**config.mk**
```make
export PLATFORM = sky130hd
export DESIGN_NAME = mux4_rr_scheduler
export DESIGN_NICKNAME = d
export VERILOG_FILES = /design/src/rtl/mux4_rr_scheduler.sv
export SDC_FILE = /design/constraint.sdc
export NUM_CORES = 1
export LEC_CHECK = 0
export ABC_AREA = 1
export CORE_MARGIN = 10
export CORE_UTILIZATION = 40
export DETAILED_ROUTE_END_ITERATION = 10
export GPL_TIMING_DRIVEN = 1
export HOLD_SLACK_MARGIN = 0.02
export PLACE_DENSITY_LB_ADDON = 0.2
export SLEW_MARGIN = 10
export SYNTH_ARGS = -nofsm -noshare
export SYNTH_HDL_FRONTEND = slang
export SYNTH_SLANG_ARGS = --single-unit
export TNS_END_PERCENT = 10
```
**constraint.sdc**
```tcl
create_clock -name clk -period 2.31 [get_ports clk]
set_clock_uncertainty 0.2 [all_clocks]
set_input_delay 0.3465 -clock clk [delete_from_list [all_inputs] [get_ports clk]]
set_output_delay 0.3465 -clock clk [all_outputs]
set_load 0.02 [all_outputs]
```
**src/rtl/mux4_rr_scheduler.sv**
```systemverilog
// Round-robin owner of a 4:1 stream mux: grants one requester for up to BURST beats,
// then rotates; the data path is combinational through the granted input.
module mux4_rr_scheduler #(
  parameter int DW    = 8,
  parameter int BURST = 4
) (
  input  logic          clk,
  input  logic          rst_n,
  input  logic [3:0]    in_valid,
  input  logic [DW-1:0] in_data_a,
  input  logic [DW-1:0] in_data_b,
  input  logic [DW-1:0] in_data_c,
  input  logic [DW-1:0] in_data_d,
  output logic [3:0]    in_ready,
  output logic          out_valid,
  output logic [DW-1:0] out_data,
  input  logic          out_ready,
  output logic [1:0]    sel,
  output logic [3:0]    grant,
  output logic          busy
);

  typedef enum logic {IDLE = 1'b0, GRANT = 1'b1} state_t;

  localparam logic [7:0] LAST_BEAT = 8'(BURST - 1);

  state_t        state_q;
  logic [1:0]    sel_q;
  logic [1:0]    ptr_q;
  logic [3:0]    grant_q;
  logic          busy_q;
  logic [7:0]    cnt_q;

  logic          granted;
  logic          sel_valid;
  logic          xfer;
  logic          release_now;
  logic [1:0]    ptr_rel;
  logic [1:0]    search_base;
  logic [2:0]    win;
  logic [DW-1:0] mux_data;

  // Returns {found, index} of the first requester at or after base, wrapping mod 4.
  function automatic logic [2:0] pick(input logic [1:0] base, input logic [3:0] req);
    logic [2:0] r;
    logic [1:0] idx;
    r = 3'b000;
    for (int k = 3; k >= 0; k--) begin
      idx = base + 2'(k);
      if (req[idx]) r = {1'b1, idx};
    end
    return r;
  endfunction

  assign granted     = (state_q == GRANT);
  assign sel_valid   = in_valid[sel_q];
  assign out_valid   = granted & sel_valid;
  assign xfer        = out_valid & out_ready;
  assign release_now = granted & (~sel_valid | (xfer & (cnt_q == LAST_BEAT)));
  assign ptr_rel     = sel_q + 2'd1;
  // On a release the search already starts past the outgoing owner.
  assign search_base = granted ? ptr_rel : ptr_q;
  assign win         = pick(search_base, in_valid);

  always_comb begin
    mux_data = in_data_a;
    case (sel_q)
      2'd0: mux_data = in_data_a;
      2'd1: mux_data = in_data_b;
      2'd2: mux_data = in_data_c;
      2'd3: mux_data = in_data_d;
      default: mux_data = in_data_a;
    endcase
  end

  assign out_data = granted ? mux_data : '0;

  for (genvar gi = 0; gi < 4; gi++) begin : g_ready
    assign in_ready[gi] = granted & (sel_q == 2'(gi)) & out_ready;
  end

  always_ff @(posedge clk or negedge rst_n) begin
    if (!rst_n) begin
      state_q <= IDLE;
      sel_q   <= 2'd0;
      ptr_q   <= 2'd0;
      grant_q <= 4'b0000;
      busy_q  <= 1'b0;
      cnt_q   <= 8'd0;
    end else begin
      case (state_q)
        IDLE: begin
          if (win[2]) begin
            state_q <= GRANT;
            sel_q   <= win[1:0];
            grant_q <= 4'b0001 << win[1:0];
            busy_q  <= 1'b1;
            cnt_q   <= 8'd0;
          end
        end
        GRANT: begin
          if (release_now) begin
            ptr_q <= ptr_rel;
            cnt_q <= 8'd0;
            if (win[2]) begin
              sel_q   <= win[1:0];
              grant_q <= 4'b0001 << win[1:0];
            end else begin
              state_q <= IDLE;
              grant_q <= 4'b0000;
              busy_q  <= 1'b0;
            end
          end else if (xfer) begin
            cnt_q <= cnt_q + 8'd1;
          end
        end
      endcase
    end
  end

  assign sel   = sel_q;
  assign grant = grant_q;
  assign busy  = busy_q;

endmodule
```
==> impl.org <==
** Run status
- Result of the run :: finished, violations left
- The final reports fail on negative setup slack.

** Timing
- Maximum operating frequency :: 424 MHz
- Transition time at the pin with the least slew margin :: 0.366 ns
- Relative slew slack :: 75.4%
- Dividing the final minimum period by the clock period gives 102%.
- Number of pins with negative max-slew slack in the final report :: 0
- Total Negative Setup Slacks :: -0.115 ns
- Setup-violating endpoint count in the final report :: 5
- Final number of hold-violating endpoints :: 0
- Setup repair after global routing missed its margin :: true
- Once routing completed, OpenROAD measured the worst setup slack at -0.0503 ns.
- The smallest clock period supported by the final layout is computed as 2.36 ns.

** CTS
- The tree is rooted in a clkbuf_8.
- Post-CTS timing repair inserted 0 buffers for setup.
- In this run the deepest clock path goes through 2 buffers.
- Num Clock Sinks :: 18
- Clock tree from TritonCTS :: yes
- Total number of H-tree levels :: 1
- Clock-pin slew reported for the worst setup and hold paths after clock tree synthesis :: 0.07 ns
- Counting the buffers created by CTS gives 3.
- Later-pin clock latency in the skew report :: 0.26 ns

** Cells and area
- Layout cell share with drive strength beyond 1 :: 24.0%
- Finished Core Util :: 69.3%
- Most frequent standard cell in the layout excluding fill and tap cells :: nand2_1
- Relative to the synthesized area, the layout overhead comes to 63.2%.
- Fill cells in the final layout number 311.
- For this run, the post-layout net count is 389.
- In the layout the commonest cells are nand2_1, clkdlybuf4s50_1, inv_1.
- Diode insertion count for antenna repair :: 0
- After the flow finishes, the layout carries non-filler instances totaling 390.
- In the final layout, the multi-input gates occupy 1120 um2.
- Summing all flip-flop and latch instances after layout gives 454 um2.

** Placement
- At the end of routability-driven placement, the weighted congestion stood at 0.882.
- The count of buffers added on input and output ports is 58.
- Half-perimeter wire length after detailed placement :: 4.26 mm
- Total instance count after detailed placement :: 385

** Floorplan
- The die is 83.3 um wide.
- From bottom edge to top edge, the die measures 83.3 um.
- Site row count :: 22
- Area enclosed by the die boundary :: 6940 um2
- 59 I/O pins were placed.
- The core region is 3770 um2.
- Starting density of the core :: 42.5%

** Yosys
- Yosys mapped the design onto 23 distinct sky130hd cell types.
- Netlist area before placement :: 1600 um2
- Counting every net in the synthesized netlist gives 304.
- A synthesized cell averages 6.21 um2.
- Sequential fraction of the synthesis area :: 28.1%
- During synthesis, Yosys emitted a total of 0 warnings.
- Synth Instances :: 258
- Counting flops and latches in the post-synthesis netlist gives 18.

** GRT
- Summed over all layers, the global routing overflow is 0.
- Antenna violations before repair :: 0
- In the global route stage, overall resource usage came out at 14.6%.
- The number of global-route vias before repair came to 1,812.
- Entering global routing, the biggest net connects 19 pins.
- Global-route wire length before repair :: 8.76 mm

** Detailed routing
- After detailed routing, the number of vias per cell comes to 5.03.
- Number of design-rule violations left by the first detailed-router iteration :: 109
- The final layout contains routed wiring with a total length of 5.38 mm.
- The count of nets left with antenna violations once routing finished came out at 0.
- After detailed routing, the average wire length per cell comes to 13.8 um.
- Iteration count of the initial detailed-routing pass :: 4
- The routed layout has 1,963 vias.
- In the routed design, unresolved DRC markers number 0.

** Critical path
- The worst register-to-register path begins at sel[0].
- Data on the critical path arrives at its endpoint at 2.34 ns.
- The worst setup path is launched from a register.
- At the worst endpoint, the required time is 2.29 ns.
- The endpoint identified for the worst register-to-register timing path is cnt_q[6].
- The worst register-to-register path has a depth of 13.
- The worst setup path is of the reg -> reg kind.
- Along the worst path, the maximum fanout reaches 5.
- Category of the worst setup path capture point :: register
- For flop-to-flop paths, the worst setup slack is -0.05 ns.

** Power
- In this run the power spent charging and discharging nets is 2020 uW.
- Share of power burned in the clock network :: 6.7%
- Reg power frac :: 12.8%
- Worst supply voltage drop on vdd :: 0.000992 V
- The share of total power dissipated in combinational logic is 80.5%.
- Power per unit of standard cell area :: 1470 nW/um2
- Fraction of power spent switching nets :: 52.5%
- The internal portion of the total power is 1830 uW.
- For this design the static power due to leakage is 0.00126 uW.

** Worst hold path
- Worst hold path type :: in -> async

** Flow run
- Max-capacitance violation count :: 0
==> worst max-delay path, stage by stage (launching register included) <==
cell and delay [ns]:
dfrtp_2 0.39, inv_4 0.05, ha_4 0.27, nand2_1 0.06, nand2_2 0.12, nand3_1 0.15
nand2_2 0.12, inv_1 0.07, nand2_2 0.08, nor2_4 0.04, ha_2 0.18, o21bai_4 0.20
o21ai_0 0.16, nor3b_2 0.18
==> area by class of cell <==
cell class | instances | area share [%]
flip-flops and latches | 18 | 17.4
well taps | 48 | 2.30
inverters | 32 | 4.98
repair buffers | 85 | 30.3
multi-input cells | 203 | 43.0
clock buffers | 4 | 2.11
==> synthesized netlist by cell type (all sizes together) <==
cell    instances  area (um2)
nand4           1        6.26
dfrtp          18         450
clkbuf          2        7.51
o21a            1        7.51
nand2         104         443
o21bai          1        11.3
nor3            5        25.0
nor2           15        63.8
o21ai          22         110
buf             4        22.5
nor3b           2        15.0
inv            32         123
nand3          24         120
a21oi          12        60.1
a31oi           8        50.1
ha              7        87.6
==> worst max-delay path by stage <==
stage | start | to | slack, ns
after floorplan | sel[1] | cnt_q[4] | 0.02
after CTS | sel[1] | cnt_q[4] | -0.06
after detailed placement | in_valid[3] | cnt_q[6] | -0.13
after global routing | sel[0] | cnt_q[6] | -0.17
after global placement | in_valid[3] | cnt_q[3] | -0.10
final | sel[0] | cnt_q[6] | -0.05
==> what timing repair did <==
action / 4_1_cts / 5_1_grt
pin swaps: 1 / 17
gates resized for setup: 16 / 46
endpoints found under the hold margin: 0 / 0
cloned: 0 / 1
hold buffers: 0 / 0
setup endpoints to repair: 21 / 19
==> flip-flops by register name, indices dropped and copies added (netlist names) <==
| signal | count |
|---|---|
| ptr_q | 2 |
| cnt_q | 8 |
| busy | 1 |
| granted | 1 |
| sel | 2 |
| grant | 4 |
==> per-layer routing <==
metal | global-route usage, % | vias to the layer above | share of wire [%]
li1 | - | 1004 | -
met4 | 4.77 | 0 | 2.7
met1 | 16.7 | 874 | 42
met5 | 0 | - | 0
met3 | 2.83 | 16 | 3.8
met2 | 26.1 | 69 | 51
==> per-stage QoR <==
step | worst slack (ns) | total power [uW] | area [um2] | hold slack (ns)
2_1_floorplan | 0.0161 | 2260 | 1630 | -0.149
3_3_place_gp | -0.103 | 3440 | 2470 | 0.258
3_5_place_dp | -0.130 | 3470 | 2470 | 0.267
4_1_cts | -0.0603 | 3650 | 2520 | 0.222
5_1_grt | -0.172 | 4240 | 2620 | 0.237
6_report | -0.0503 | 3850 | 2620 | 0.220
==> power by group through the flow <==
stage                     Clock (uW)  Combinational, uW  Sequential [uW]
after CTS                        267               2900              489
after floorplan                    0               1710              549
after detailed placement           0               2980              491
final                            257               3100              493
after global placement             0               2950              488
after global routing             279               3450              508
==> cell families (layout without fill, tap and decap cells) <==
| group | Yosys count | count (layout) | share of synthesized area, % |
|---|---|---|---|
| AOI/OAI and AO/OA | 44 | 45 | 14.9 |
| adders and majority gates | 7 | 7 | 5.46 |
| buffers and inverters | 38 | 121 | 9.52 |
| DFF | 18 | 18 | 28.1 |
| and+or+nand+nor | 151 | 151 | 42.0 |
Power figures use the tool's default switching activity.
